## src/rtl/mcs_wait_bridge.sv

```systemverilog
// mcs_wait_bridge: MicroBlaze MCS I/O bus to basic wait-state bus bridge.
// Each transaction runs until the slave acknowledges or the cycle budget runs out.
module mcs_wait_bridge #(
  parameter logic [31:0] BRG_BASE = 32'hC000_0000,
  parameter int NUM_CS = 2,
  parameter int ADDR_W = 21,
  parameter int TIMEOUT = 16
) (
  input  logic              clk,
  input  logic              reset,
  input  logic              io_addr_strobe,
  input  logic              io_read_strobe,
  input  logic              io_write_strobe,
  input  logic [3:0]        io_byte_enable,
  input  logic [31:0]       io_address,
  input  logic [31:0]       io_write_data,
  output logic [31:0]       io_read_data,
  output logic              io_ready,
  output logic [NUM_CS-1:0] b_cs,
  output logic              b_wr,
  output logic              b_rd,
  output logic [3:0]        b_be,
  output logic [ADDR_W-1:0] b_addr,
  output logic [31:0]       b_wr_data,
  input  logic [31:0]       b_rd_data,
  input  logic              b_ack,
  output logic [7:0]        timeout_cnt
);
  localparam int SW = NUM_CS > 1 ? $clog2(NUM_CS) : 1;
  typedef enum logic [1:0] {IDLE, ACCESS, WAIT, DONE} state_t;
  state_t state, next;
  logic [ADDR_W-1:0] addr;
  logic [SW-1:0] slot;
  logic [3:0] be;
  logic [31:0] wdata;
  logic wr;
  logic [7:0] cnt;
  logic strobe, hit, busy, expire;
  logic unused;
  assign unused = ^{io_addr_strobe, io_address};
  assign strobe = io_write_strobe | io_read_strobe;
  assign hit = io_address[31:24] == BRG_BASE[31:24];
  assign busy = state == ACCESS || state == WAIT;
  // cnt holds the 1-based index of the current ACCESS/WAIT cycle
  assign expire = cnt == 8'(TIMEOUT);
  always_comb begin
    next = state;
    next = state == IDLE ? (strobe ? (hit ? ACCESS : DONE) : IDLE)
         : busy ? (b_ack || expire ? DONE : WAIT)
         : IDLE;
  end
  always_ff @(posedge clk or posedge reset)
    if (reset) state <= IDLE;
    else state <= next;
  always_ff @(posedge clk or posedge reset)
    if (reset) begin
      addr <= '0;
      slot <= '0;
      be <= '0;
      wdata <= '0;
      wr <= 1'b0;
      cnt <= '0;
      io_read_data <= '0;
      timeout_cnt <= '0;
    end else if (state == IDLE && strobe) begin
      addr <= io_address[ADDR_W+1:2];
      slot <= NUM_CS == 1 ? '0 : io_address[23 -: SW];
      be <= io_byte_enable;
      wdata <= io_write_data;
      wr <= io_write_strobe;
      cnt <= 8'd1;
      if (!hit) io_read_data <= '0;
    end else if (busy) begin
      cnt <= cnt + 8'd1;
      if (!wr && b_ack) io_read_data <= b_rd_data;
      else if (!wr && expire) io_read_data <= 32'hDEAD_BEEF;
      if (!b_ack && expire && timeout_cnt != 8'hFF) timeout_cnt <= timeout_cnt + 8'd1;
    end
  assign b_cs = busy ? NUM_CS'(1) << slot : '0;
  assign b_wr = state == ACCESS && wr;
  assign b_rd = state == ACCESS && !wr;
  assign b_be = busy ? be : '0;
  assign b_addr = busy ? addr : '0;
  assign b_wr_data = busy ? wdata : '0;
  assign io_ready = state == DONE;
endmodule

```

## config.mk

```make
export PLATFORM = sky130hd
export DESIGN_NAME = mcs_wait_bridge
export DESIGN_NICKNAME = d
export VERILOG_FILES = /design/src/rtl/mcs_wait_bridge.sv
export SDC_FILE = /design/constraint.sdc
export NUM_CORES = 1
export LEC_CHECK = 0
export CAP_MARGIN = 40
export CORE_UTILIZATION = 44
export CTS_BUF_LIST = sky130_fd_sc_hd__clkbuf_8
export DETAILED_ROUTE_END_ITERATION = 12
export GPL_ROUTABILITY_DRIVEN = 0
export PLACE_DENSITY = 0.83
export SYNTH_ARGS = -nofsm -noshare
export SYNTH_HDL_FRONTEND = slang
export SYNTH_SLANG_ARGS = --single-unit
```

## constraint.sdc

```tcl
create_clock -name clk -period 5.2 [get_ports clk]
set_clock_uncertainty 0.05 [all_clocks]
set_input_delay 1.04 -clock clk [delete_from_list [all_inputs] [get_ports clk]]
set_output_delay 1.04 -clock clk [all_outputs]
set_load 0.1 [all_outputs]
```

# After elaboration in Yosys (flattened, before gate mapping)

Index checks and enable logic that the tools add are counted.

Bits in registers: 109
Input port bits: 106

$add $sub $neg: 2
Equal/unequal tests: 7
Shifts and indexed selects: 1
Muxes and demuxes: 16
Bitwise logic cells: 2
Reductions and logical operators: 16

Operators with widths:

| operator              | number |
|---|---|
| $mux W32              | 6 |
| $mux W21              | 1 |
| $add A8 B1 Y8 const B | 2 |
| $mux W8               | 2 |
| $mux W2               | 5 |
| $eq A8 B5 Y1 const B  | 1 |
| $eq A8 B8 Y1 const B  | 1 |
| $ne A8 B8 Y1 const B  | 1 |
| $logic_and A1 B1 Y1   | 7 |
| $reduce_and A3 Y1     | 2 |
| $eq A2 B2 Y1 const B  | 2 |
| $mux W4               | 1 |
| $reduce_bool A3 Y1    | 1 |
| $eq A2 B1 Y1 const B  | 1 |
| $logic_not A1 Y1      | 2 |
| $logic_not A2 Y1      | 1 |
| $logic_or A1 B1 Y1    | 2 |
| $ne A2 B2 Y1 const B  | 1 |
| $reduce_bool A2 Y1    | 1 |
| $shl A1 B1 Y2 const A | 1 |
| $mux W1               | 1 |
| $not A1 Y1            | 1 |
| $or A1 B1 Y1          | 1 |

# Longest topological paths before layout

Gate-level depths: netlist (run 1).

Depth after elaboration: 6
Gate-level depth with buffers: 8
Depth with buffers taken out: 6

# Least setup slack after synthesis (run 1)

OpenSTA, ideal clock, no wires.

Path kind: flip-flop to output port
Start: reg state[0]
End: out b_cs[0]
Arrival time: 2.356 ns
Path slack: 1.754 ns
Stages on the path, launching flop included: 5
Path buffers: 1
Path through: dfrtp_1 > inv_1 > ha_1 > clkbuf_1 > nor2b_1

Cells in the longest elaborated chain, start to end: 3
Elaborated cells between the ends (all ways): 4
Classes of those cells: 2 x eq/ne; 1 x mux; 1 x reduce/logical

RTL lines:

| what                                                | RTL line | text |
|---|---|---|
| start, declared                                     | 31       | `state_t state, next;` |
| start signal, assigned                              | 54       | `else state <= next;` |
| $eq A2 B1 Y1 / $eq A2 B2 Y1 (equally long branches) | 43       | `assign busy = state == ACCESS \|\| state == WAIT;` |
| $logic_or A1 B1 Y1 *                                | 43       |  |
| $mux W2 *                                           | 79       | `assign b_cs = busy ? NUM_CS'(1) << slot : '0;` |
| end, declared                                       | 19       | `output logic [NUM_CS-1:0] b_cs,` |

Every way passes the cells marked *; elsewhere a longest branch is shown, timed or not.

# Worst setup path after layout (run 1)

Start: reg state[0]
End: out b_wr_data[25]

Cells in the longest elaborated chain, start to end: 3
Elaborated cells between the ends (all ways): 4
Classes of those cells: 2 x eq/ne; 1 x mux; 1 x reduce/logical

RTL lines:

| what                                                | RTL line | text |
|---|---|---|
| $eq A2 B1 Y1 / $eq A2 B2 Y1 (equally long branches) | 43       |  |
| $logic_or A1 B1 Y1 *                                | 43       |  |
| $mux W32 *                                          | 84       | `assign b_wr_data = busy ? wdata : '0;` |
| end, declared                                       | 24       | `output logic [31:0] b_wr_data,` |

Marked as above.

==> results.json, run 1 <==
{
  "grt-ovfl-total": 0,
  "wl_mm": 13.7,
  "final_common_cell": "nand2_1",
  "initial_core_util_pct": 45.3,
  "yosysWarnings": 0,
  "clk_latency_ns": 0.36,
  "htreeDepth": 3,
  "drv_slew": 0,
  "critPathRequiredTime_ns": 4.11,
  "synth_seq_cells": 109,
  "grt_usage_pct": 23.4,
  "finalSetupTns_ns": 0,
  "drv_cap": 0,
  "critPathKind": "reg2out",
  "synth.distinct_cells": 36,
  "die_h_um": 108,
  "final_cell_mix": "202 x nand2_1, 145 x clkdlybuf4s50_1, 109 x dfrtp_1",
  "cts_root_buffer": "clkbuf_8",
  "holdCritPathClass": "reg2reg",
  "cp.arrival_ns": 2.35,
  "die_area_mm2": 0.0116,
  "drive_gt1_share_pct": 17.5,
  "dp_cells": 889,
  "n_antenna_cell": 0,
  "postCtsSetupBuffers": 0,
  "core_area_mm2": 0.0108,
  "port_buffers": 204,
  "numClockSinks": 109,
  "start_kind": "flop",
  "ctsResizeCount": 0,
  "grt_pass1_wl_mm": 21.3,
  "route.detailed.drc": 0,
  "detail_route.first_pass.iterations": 6,
  "grt_pass1_vias": 4404,
  "numCtsBuffers": 9,
  "rows": 38,
  "synth_nets": 637,
  "synthesis.area_mm2": 0.00491,
  "worstPathCellList": "inv_1 > ha_1 > buf_4 > and2_1 > buf_4",
  "area_delta_synth_final_pct": 59.2,
  "avgViaCountPerCell": 5.01,
  "fillers": 796,
  "final_net_count": 874,
  "cpMostUsedCell": "buf_4",
  "slew_headroom_pct": 35.5,
  "end_kind": "output pin",
  "vias": 4548,
  "hold_viol": 0,
  "drt_iter0_markers": 284,
  "ios": 208,
  "worst_setup_hold_path_clk_slew_ns": 0.11,
  "ant_nets": 0,
  "grt_max_degree": 67,
  "seqCellArea_mm2": 0.00273,
  "status": "finished, final reports clean",
  "dp_hpwl_mm": 9.73,
  "cpMaxStageDelayCell": "ha_1",
  "cts_tree": "yes",
  "min_period_ns": 3.44,
  "clockBufferDepth": 2,
  "fmax_ghz": 0.290,
  "post-route-period-util_pct": 66.2,
  "multi_input_area_mm2": 0.00205,
  "fp.dieW_um": 108,
  "path_max_fanout": 25,
  "avgRoutedWirePerCell_um": 15.1,
  "syn_inst": 525,
  "rsz0062_at_grt": "no",
  "hold_buffers": 0,
  "antenna_found_initial": 0,
  "final_cells": 907,
  "cp_slowest_stage_delay_ns": 0.70,
  "worst_slew_pin_slew_ns": 0.968,
  "setup_viol": 0,
  "synth.avg_cell_area_um2": 9.36,
  "ys_seq_area_share_pct": 55.5
}
[layer usage]
metal  up-vias  global-route usage, %  part of all wire [%]
li1       2172                      -                     -
met5         -                      0                     0
met1      2187                   28.6                    39
met3        19                   5.39                   7.1
met4         0                   5.97                   1.9
met2       170                   41.6                    52
[sequential cells by signal (all words and copies together) (netlist names)]
name          flops
be                4
io_read_data     32
cnt               8
state             2
wr                1
slot              1
addr             21
timeout_cnt       8
wdata            32
[stage by stage]
stage,utilization [%],hold WS (ns),cell area (um2),worst slack (ns)
after floorplan,-,0.387,4910,1.24
after global placement,63.7,0.400,6900,1.19
after detailed placement,70.3,0.404,7620,1.42
after CTS,72.0,0.426,7800,1.72
after global routing,72.2,0.444,7820,1.57
final,72.2,0.422,7820,1.76
[worst paths after layout]
kind / from / end / slack, ns / cells past startpoint
setup / recovery: state[0]$_DFF_PP0_ / b_wr_data[25] / 1.76 / 5
min in group asynchronous: reset / wdata[12]$_DFFE_PP0N_ / 0.98 / 2
hold reg to reg: wdata[6]$_DFFE_PP0N_ / wdata[6]$_DFFE_PP0N_ / 0.42 / 2
setup reg to reg: cnt[0]$_DFFE_PP0P_ / timeout_cnt[2]$_DFFE_PP0P_ / 2.76 / 6
hold / removal: wdata[6]$_DFFE_PP0N_ / wdata[6]$_DFFE_PP0N_ / 0.42 / 2
max in group asynchronous: reset / wdata[1]$_DFFE_PP0N_ / 3.27 / 3
[synthesized netlist by cell type, drive strengths merged]
cell type	instances	area (um2)
nand3b	1	7.51
a31oi	2	12.5
o41ai	1	27.5
xnor2	1	8.76
nand2b	1	6.26
or3	2	12.5
buf	4	31.3
nor4b	4	35.0
nor4	2	12.5
and3	1	6.26
and2	60	375
nand3	2	10.0
o21ai	4	23.8
nor2	8	32.5
nor2b	2	12.5
mux2i	9	90.1
nor3b	1	7.51
a41oi	1	8.76
nand4	5	31.3
or4	1	11.3
nand2	202	758
xor2	10	87.6
clkbuf	26	97.6
mux2	1	11.3
o21a	2	22.5
nor3	2	10.0
ha	6	75.1
o2bb2ai	24	210
a21oi	26	130
inv	5	18.8
dfrtp	109	2730
[layout make-up]
type,count,share of cell area [%]
Inverter,5,0.272
Clock buffer,10,1.76
Multi-Input combinational cell,381,26.2
Sequential cell,109,34.9
Clock inverter,6,0.576
Timing Repair Buffer,256,34.1
Tap cell,140,2.24
[worst max-delay path, delay by kind of cell (launching register included)]
kind / cells / cell delay (ns)
and+or+nand+nor: 1 / 0.17
buffers and inverters: 3 / 0.70
adders and majority gates: 1 / 0.70
DFF: 1 / 0.40
[cell families (layout without fill, tap and decap cells)]
family,Yosys count,in the layout,share of synthesized area (%)
simple gates,294,294,27.1
fa+ha+maj,6,6,1.53
mux,10,10,2.06
xor+xnor,11,11,1.96
flops,109,109,55.5
buf+inv,35,277,3.01
compound gates,60,60,8.86
Power of run 1 is not shown: default switching activity piles up to over one toggle a cycle in this logic, so the estimate is an artifact.
==> inputs of run 2 (changes only) <==
--- a/config.mk
+++ b/config.mk
@@ -6,11 +6,11 @@
 export NUM_CORES = 1
 export LEC_CHECK = 0
 export CAP_MARGIN = 40
-export CORE_UTILIZATION = 44
+export CORE_UTILIZATION = 40
 export CTS_BUF_LIST = sky130_fd_sc_hd__clkbuf_8
 export DETAILED_ROUTE_END_ITERATION = 12
 export GPL_ROUTABILITY_DRIVEN = 0
-export PLACE_DENSITY = 0.83
+export PLACE_DENSITY = 0.79
 export SYNTH_ARGS = -nofsm -noshare
 export SYNTH_HDL_FRONTEND = slang
 export SYNTH_SLANG_ARGS = --single-unit
==> constraint.sdc (replaced) <==
create_clock -name clk -period 2.75 [get_ports clk]
set_clock_uncertainty 0.05 [all_clocks]
set_input_delay 0.55 -clock clk [delete_from_list [all_inputs] [get_ports clk]]
set_output_delay 0.55 -clock clk [all_outputs]
set_load 0.1 [all_outputs]
==> run 2 against run 1 <==
Effect of this change: flip-flop and latch count unchanged; critical path depth is the same; global-route usage shrank 1.9 points; cell count fell by 3.7%; via count is 4.6% lower; clock-buffer cell count is 2 higher; setup slack worse by 1.5 ns; die area is 9.8% higher; non-clock buffer count fell by 41; register-to-register slack got worse by 2.3 ns; final area is 0.51% higher.
==> results.json, run 2 (synthesis results as in run 1) <==
{
  "setup_viol": 0,
  "dp_cells": 857,
  "detail_route.first_pass.iterations": 4,
  "start_kind": "flop",
  "ant_nets": 0,
  "finalSetupTns_ns": 0,
  "die_area_mm2": 0.0127,
  "end_kind": "output pin",
  "avgViaCountPerCell": 4.97,
  "post-route-period-util_pct": 90.4,
  "path_buf_inv": 3,
  "grt_use_met2_pct": 38.0,
  "drv_slew": 0,
  "holdCritPathClass": "reg2reg",
  "reg2reg_depth": 6,
  "drive_gt1_share_pct": 19.1,
  "drt_iter0_markers": 255,
  "cpMostUsedCell": "buf_12",
  "critPathKind": "reg2out",
  "grt_usage_pct": 21.5,
  "n_antenna_cell": 0,
  "final_area_mm2": 0.00786,
  "die_h_um": 113,
  "hold-path-endpoint": "wdata[19]$_DFFE_PP0N_",
  "final_cells": 873,
  "vias": 4340,
  "htreeDepth": 3,
  "use_met1_pct": 24.3,
  "wl_mm": 13.1,
  "r2r-end": "io_read_data[14]$_DFFE_PP0P_",
  "hold_viol": 0,
  "critical-path-top-delay-family": "buffers and inverters",
  "grt-ovfl-total": 0,
  "status": "finished, final reports clean",
  "rsz0062_at_grt": "no",
  "rows": 40,
  "dp_hpwl_mm": 9.32,
  "core_area_mm2": 0.0120,
  "route.detailed.drc": 0,
  "place_area_mm2": 0.00764,
  "hp-start": "wdata[19]$_DFFE_PP0N_",
  "port_buffers": 204,
  "reg_top3": "io_read_data (32), wdata (32), addr (21)",
  "use_met3_pct": 6.96,
  "worst_slew_pin_slew_ns": 0.673,
  "antenna_found_initial": 0,
  "cp_slowest_stage_delay_ns": 0.39,
  "r2r-start": "cnt[0]$_DFFE_PP0P_",
  "final_cell_mix": "202 x nand2_1, 109 x dfrtp_1, 102 x clkdlybuf4s50_1",
  "fp.dieW_um": 113,
  "cp.arrival_ns": 1.89,
  "clk_latency_ns": 0.37,
  "numClockSinks": 109,
  "initial_core_util_pct": 40.9,
  "grt_max_degree": 66,
  "ios": 208,
  "slew_headroom_pct": 55.1,
  "path_max_fanout": 51,
  "grt_pass1_vias": 4524,
  "grt_pass1_wl_mm": 21.7,
  "holdPathStages": 2,
  "min_period_ns": 2.49,
  "final_common_cell": "nand2_1",
  "critPathRequiredTime_ns": 2.15,
  "cpMaxStageDelayCell": "dfrtp_1",
  "cp-startpoint": "state[0]$_DFF_PP0_",
  "top_usage_layer": "met2",
  "cts_root_buffer": "clkbuf_8",
  "worst_setup_hold_path_clk_slew_ns": 0.09,
  "numCtsBuffers": 9,
  "clockBufferDepth": 2,
  "r2r_slack_ns": 0.42,
  "drv_cap": 0,
  "area_delta_synth_final_pct": 60.1,
  "fmax_ghz": 0.402,
  "final_net_count": 833,
  "worstPathCellList": "inv_1 > ha_4 > buf_12 > and2_1 > buf_12",
  "avgRoutedWirePerCell_um": 15.0,
  "cts_tree": "yes"
}
[run 2: area by class of cell]
class	count	area, um2
Fill cell	965	4150
Sequential cell	109	2730
Timing Repair Buffer	215	2660
Multi-Input combinational cell	381	2060
Tap cell	147	184
Clock buffer	12	165
Clock inverter	4	45.0
Inverter	5	22.5
[run 2: worst max path at each step]
stage | end | slack [ns] | cells past startpoint
2_1_floorplan | b_addr[10] | 0.13 | 5
4_1_cts | b_wr_data[30] | 0.09 | 5
3_3_place_gp | io_read_data[26]$_DFFE_PP0P_ | 0.33 | 5
5_1_grt | b_wr_data[30] | 0.14 | 5
3_5_place_dp | timeout_cnt[1]$_DFFE_PP0P_ | 0.25 | 5
6_report | b_wr_data[4] | 0.26 | 5
[run 2: layer usage]
layer  share of wire, %  vias to the layer above  wire [um]
li1                   -                     2085          -
met1                 41                     2073       5360
met2                 49                      162       6470
met3                7.8                       20       1020
met4                1.9                        0        255
met5                  0                        -          0
[run 2: tightest hold or removal path, stage by stage, from the launching register on]
cell and delay, ns:
dfrtp_1 0.35, nand2_1 0.05, nand2_1 0.05
[run 2: through the flow]
step | hold slack, ns | worst slack, ns | util [%]
floorplan | 0.387 | 0.125 | -
global placement | 0.399 | 0.331 | 63.6
detailed placement | 0.404 | 0.250 | 63.6
CTS | 0.427 | 0.0864 | 65.4
global route | 0.452 | 0.141 | 65.5
finish | 0.421 | 0.265 | 65.5
[run 2: what timing repair did]
action	CTS	global route
endpoints found under the setup margin	0	1
hold buffers	0	0
gates resized for setup	0	1
setup buffers	0	0
Power of run 2 is left out for the same reason.
==> inputs of run 3 (changes only) <==
--- a/config.mk
+++ b/config.mk
@@ -10,7 +10,7 @@
 export CTS_BUF_LIST = sky130_fd_sc_hd__clkbuf_8
 export DETAILED_ROUTE_END_ITERATION = 12
 export GPL_ROUTABILITY_DRIVEN = 0
-export PLACE_DENSITY = 0.79
+export PLACE_DENSITY = 0.9
 export SYNTH_ARGS = -nofsm -noshare
 export SYNTH_HDL_FRONTEND = slang
 export SYNTH_SLANG_ARGS = --single-unit
==> run 3 against run 2 <==
Effect of this change: critical endpoint is now b_wr_data[3]; setup slack worse by 0.014 ns; critical path type unchanged; sequential share of layout area grew 0.11 points; via count shrank 0.62%.
==> results.json, run 3 (synthesis results as in run 1) <==
{
  "cts_root_buffer": "clkbuf_8",
  "numClockSinks": 109,
  "post-route-period-util_pct": 90.9,
  "cp.arrival_ns": 1.90,
  "clockBufferDepth": 2,
  "path_max_fanout": 69,
  "hold_buffers": 0,
  "postCtsSetupBuffers": 0,
  "drive_gt1_share_pct": 19.3,
  "cp_slowest_stage_delay_ns": 0.39,
  "slew_headroom_pct": 65.2,
  "ant_nets": 0,
  "die_h_um": 113,
  "critical-path-top-delay-family": "buffers and inverters",
  "rows": 40,
  "r2r_slack_ns": 0.44,
  "drv_slew": 0,
  "numCtsBuffers": 9,
  "rsz0062_at_grt": "no",
  "ctsResizeCount": 0,
  "place_area_mm2": 0.00764,
  "die_area_mm2": 0.0127,
  "clk_latency_ns": 0.38,
  "status": "finished, final reports clean",
  "avgRoutedWirePerCell_um": 14.7,
  "grt_max_degree": 70,
  "grt_usage_pct": 20.7,
  "drt_iter0_markers": 331,
  "antenna_found_initial": 0,
  "final_cell_mix": "202 x nand2_1, 109 x dfrtp_1, 102 x clkdlybuf4s50_1",
  "final_common_cell": "nand2_1",
  "holdCritPathClass": "reg2reg",
  "reg_top3": "io_read_data (32), wdata (32), addr (21)",
  "cts_tree": "yes",
  "ios": 208,
  "cpMaxStageDelayCell": "dfrtp_1",
  "final_area_mm2": 0.00784,
  "wl_mm": 12.9,
  "path_buf_inv": 3,
  "n_antenna_cell": 0,
  "grt_pass1_wl_mm": 20.7,
  "critPathKind": "reg2out",
  "area_delta_synth_final_pct": 59.6,
  "worst_slew_pin_slew_ns": 0.515,
  "finalSetupTns_ns": 0,
  "initial_core_util_pct": 40.9,
  "critPathRequiredTime_ns": 2.15,
  "worst_setup_hold_path_clk_slew_ns": 0.10,
  "port_buffers": 204,
  "fp.dieW_um": 113,
  "grt_pass1_vias": 4259,
  "grt-ovfl-total": 0,
  "drv_cap": 0,
  "worstPathCellList": "inv_1 > ha_2 > buf_12 > and2_1 > buf_12",
  "dp_hpwl_mm": 8.98,
  "setup_viol": 0,
  "detail_route.first_pass.iterations": 4,
  "route.detailed.drc": 0,
  "end_kind": "output pin",
  "start_kind": "flop",
  "fmax_ghz": 0.400,
  "htreeDepth": 3,
  "min_period_ns": 2.50,
  "final_net_count": 834,
  "hold_viol": 0,
  "avgViaCountPerCell": 4.93,
  "cpMostUsedCell": "buf_12",
  "core_area_mm2": 0.0120,
  "vias": 4313
}
[run 3: cell count changes in the layout (fill, tap and decap cells not counted), sizes merged]
cell,delta
clkbuf,-2
clkinv,+2
buf,+1
[run 3: through the flow]
| step | hold WS [ns] | setup WS (ns) | instances | util [%] |
|---|---|---|---|---|
| after floorplan | 0.387 | 0.125 | 525 | - |
| after global placement | 0.398 | 0.228 | 858 | 63.6 |
| after detailed placement | 0.404 | 0.191 | 858 | 63.6 |
| after CTS | 0.428 | 0.262 | 874 | 65.3 |
| after global routing | 0.445 | 0.171 | 874 | 65.3 |
| final | 0.423 | 0.250 | 874 | 65.3 |
[run 3: area by class of cell]
| class | instances | area [um2] |
|---|---|---|
| clock inverters | 6 | 62.6 |
| inverters | 5 | 22.5 |
| flip-flops and latches | 109 | 2730 |
| repair buffers | 216 | 2650 |
| clock buffers | 10 | 138 |
| fillers | 927 | 4170 |
| well taps | 147 | 184 |
| multi-input cells | 381 | 2050 |
[run 3: worst min-delay path, delay by kind of cell, from the launching register on]
family / cells / cell delay (ns)
flip-flops: 1 / 0.35
AND/OR/NAND/NOR: 2 / 0.10
[run 3: metal layers]
| metal | GRT usage (%) | vias to the layer above | wire length [um] |
|---|---|---|---|
| met5 | 0 | - | 0 |
| met4 | 7.82 | 0 | 200 |
| met3 | 7.02 | 13 | 1140 |
| met2 | 35.7 | 170 | 6290 |
| met1 | 23.7 | 2039 | 5250 |
| li1 | - | 2091 | - |
[run 3: final timing paths]
kind                                        from                      endpoint  cells past startpoint
min in group asynchronous                  reset          addr[18]$_DFFE_PP0N_                      2
min                        wdata[30]$_DFFE_PP0N_         wdata[30]$_DFFE_PP0N_                      2
max in group asynchronous                  reset  io_read_data[23]$_DFFE_PP0P_                      3
max reg2reg                   cnt[0]$_DFFE_PP0P_    timeout_cnt[1]$_DFFE_PP0P_                      6
max                           state[0]$_DFF_PP0_                  b_wr_data[3]                      5
min reg2reg                wdata[30]$_DFFE_PP0N_         wdata[30]$_DFFE_PP0N_                      2
Power of run 3 is left out for the same reason.
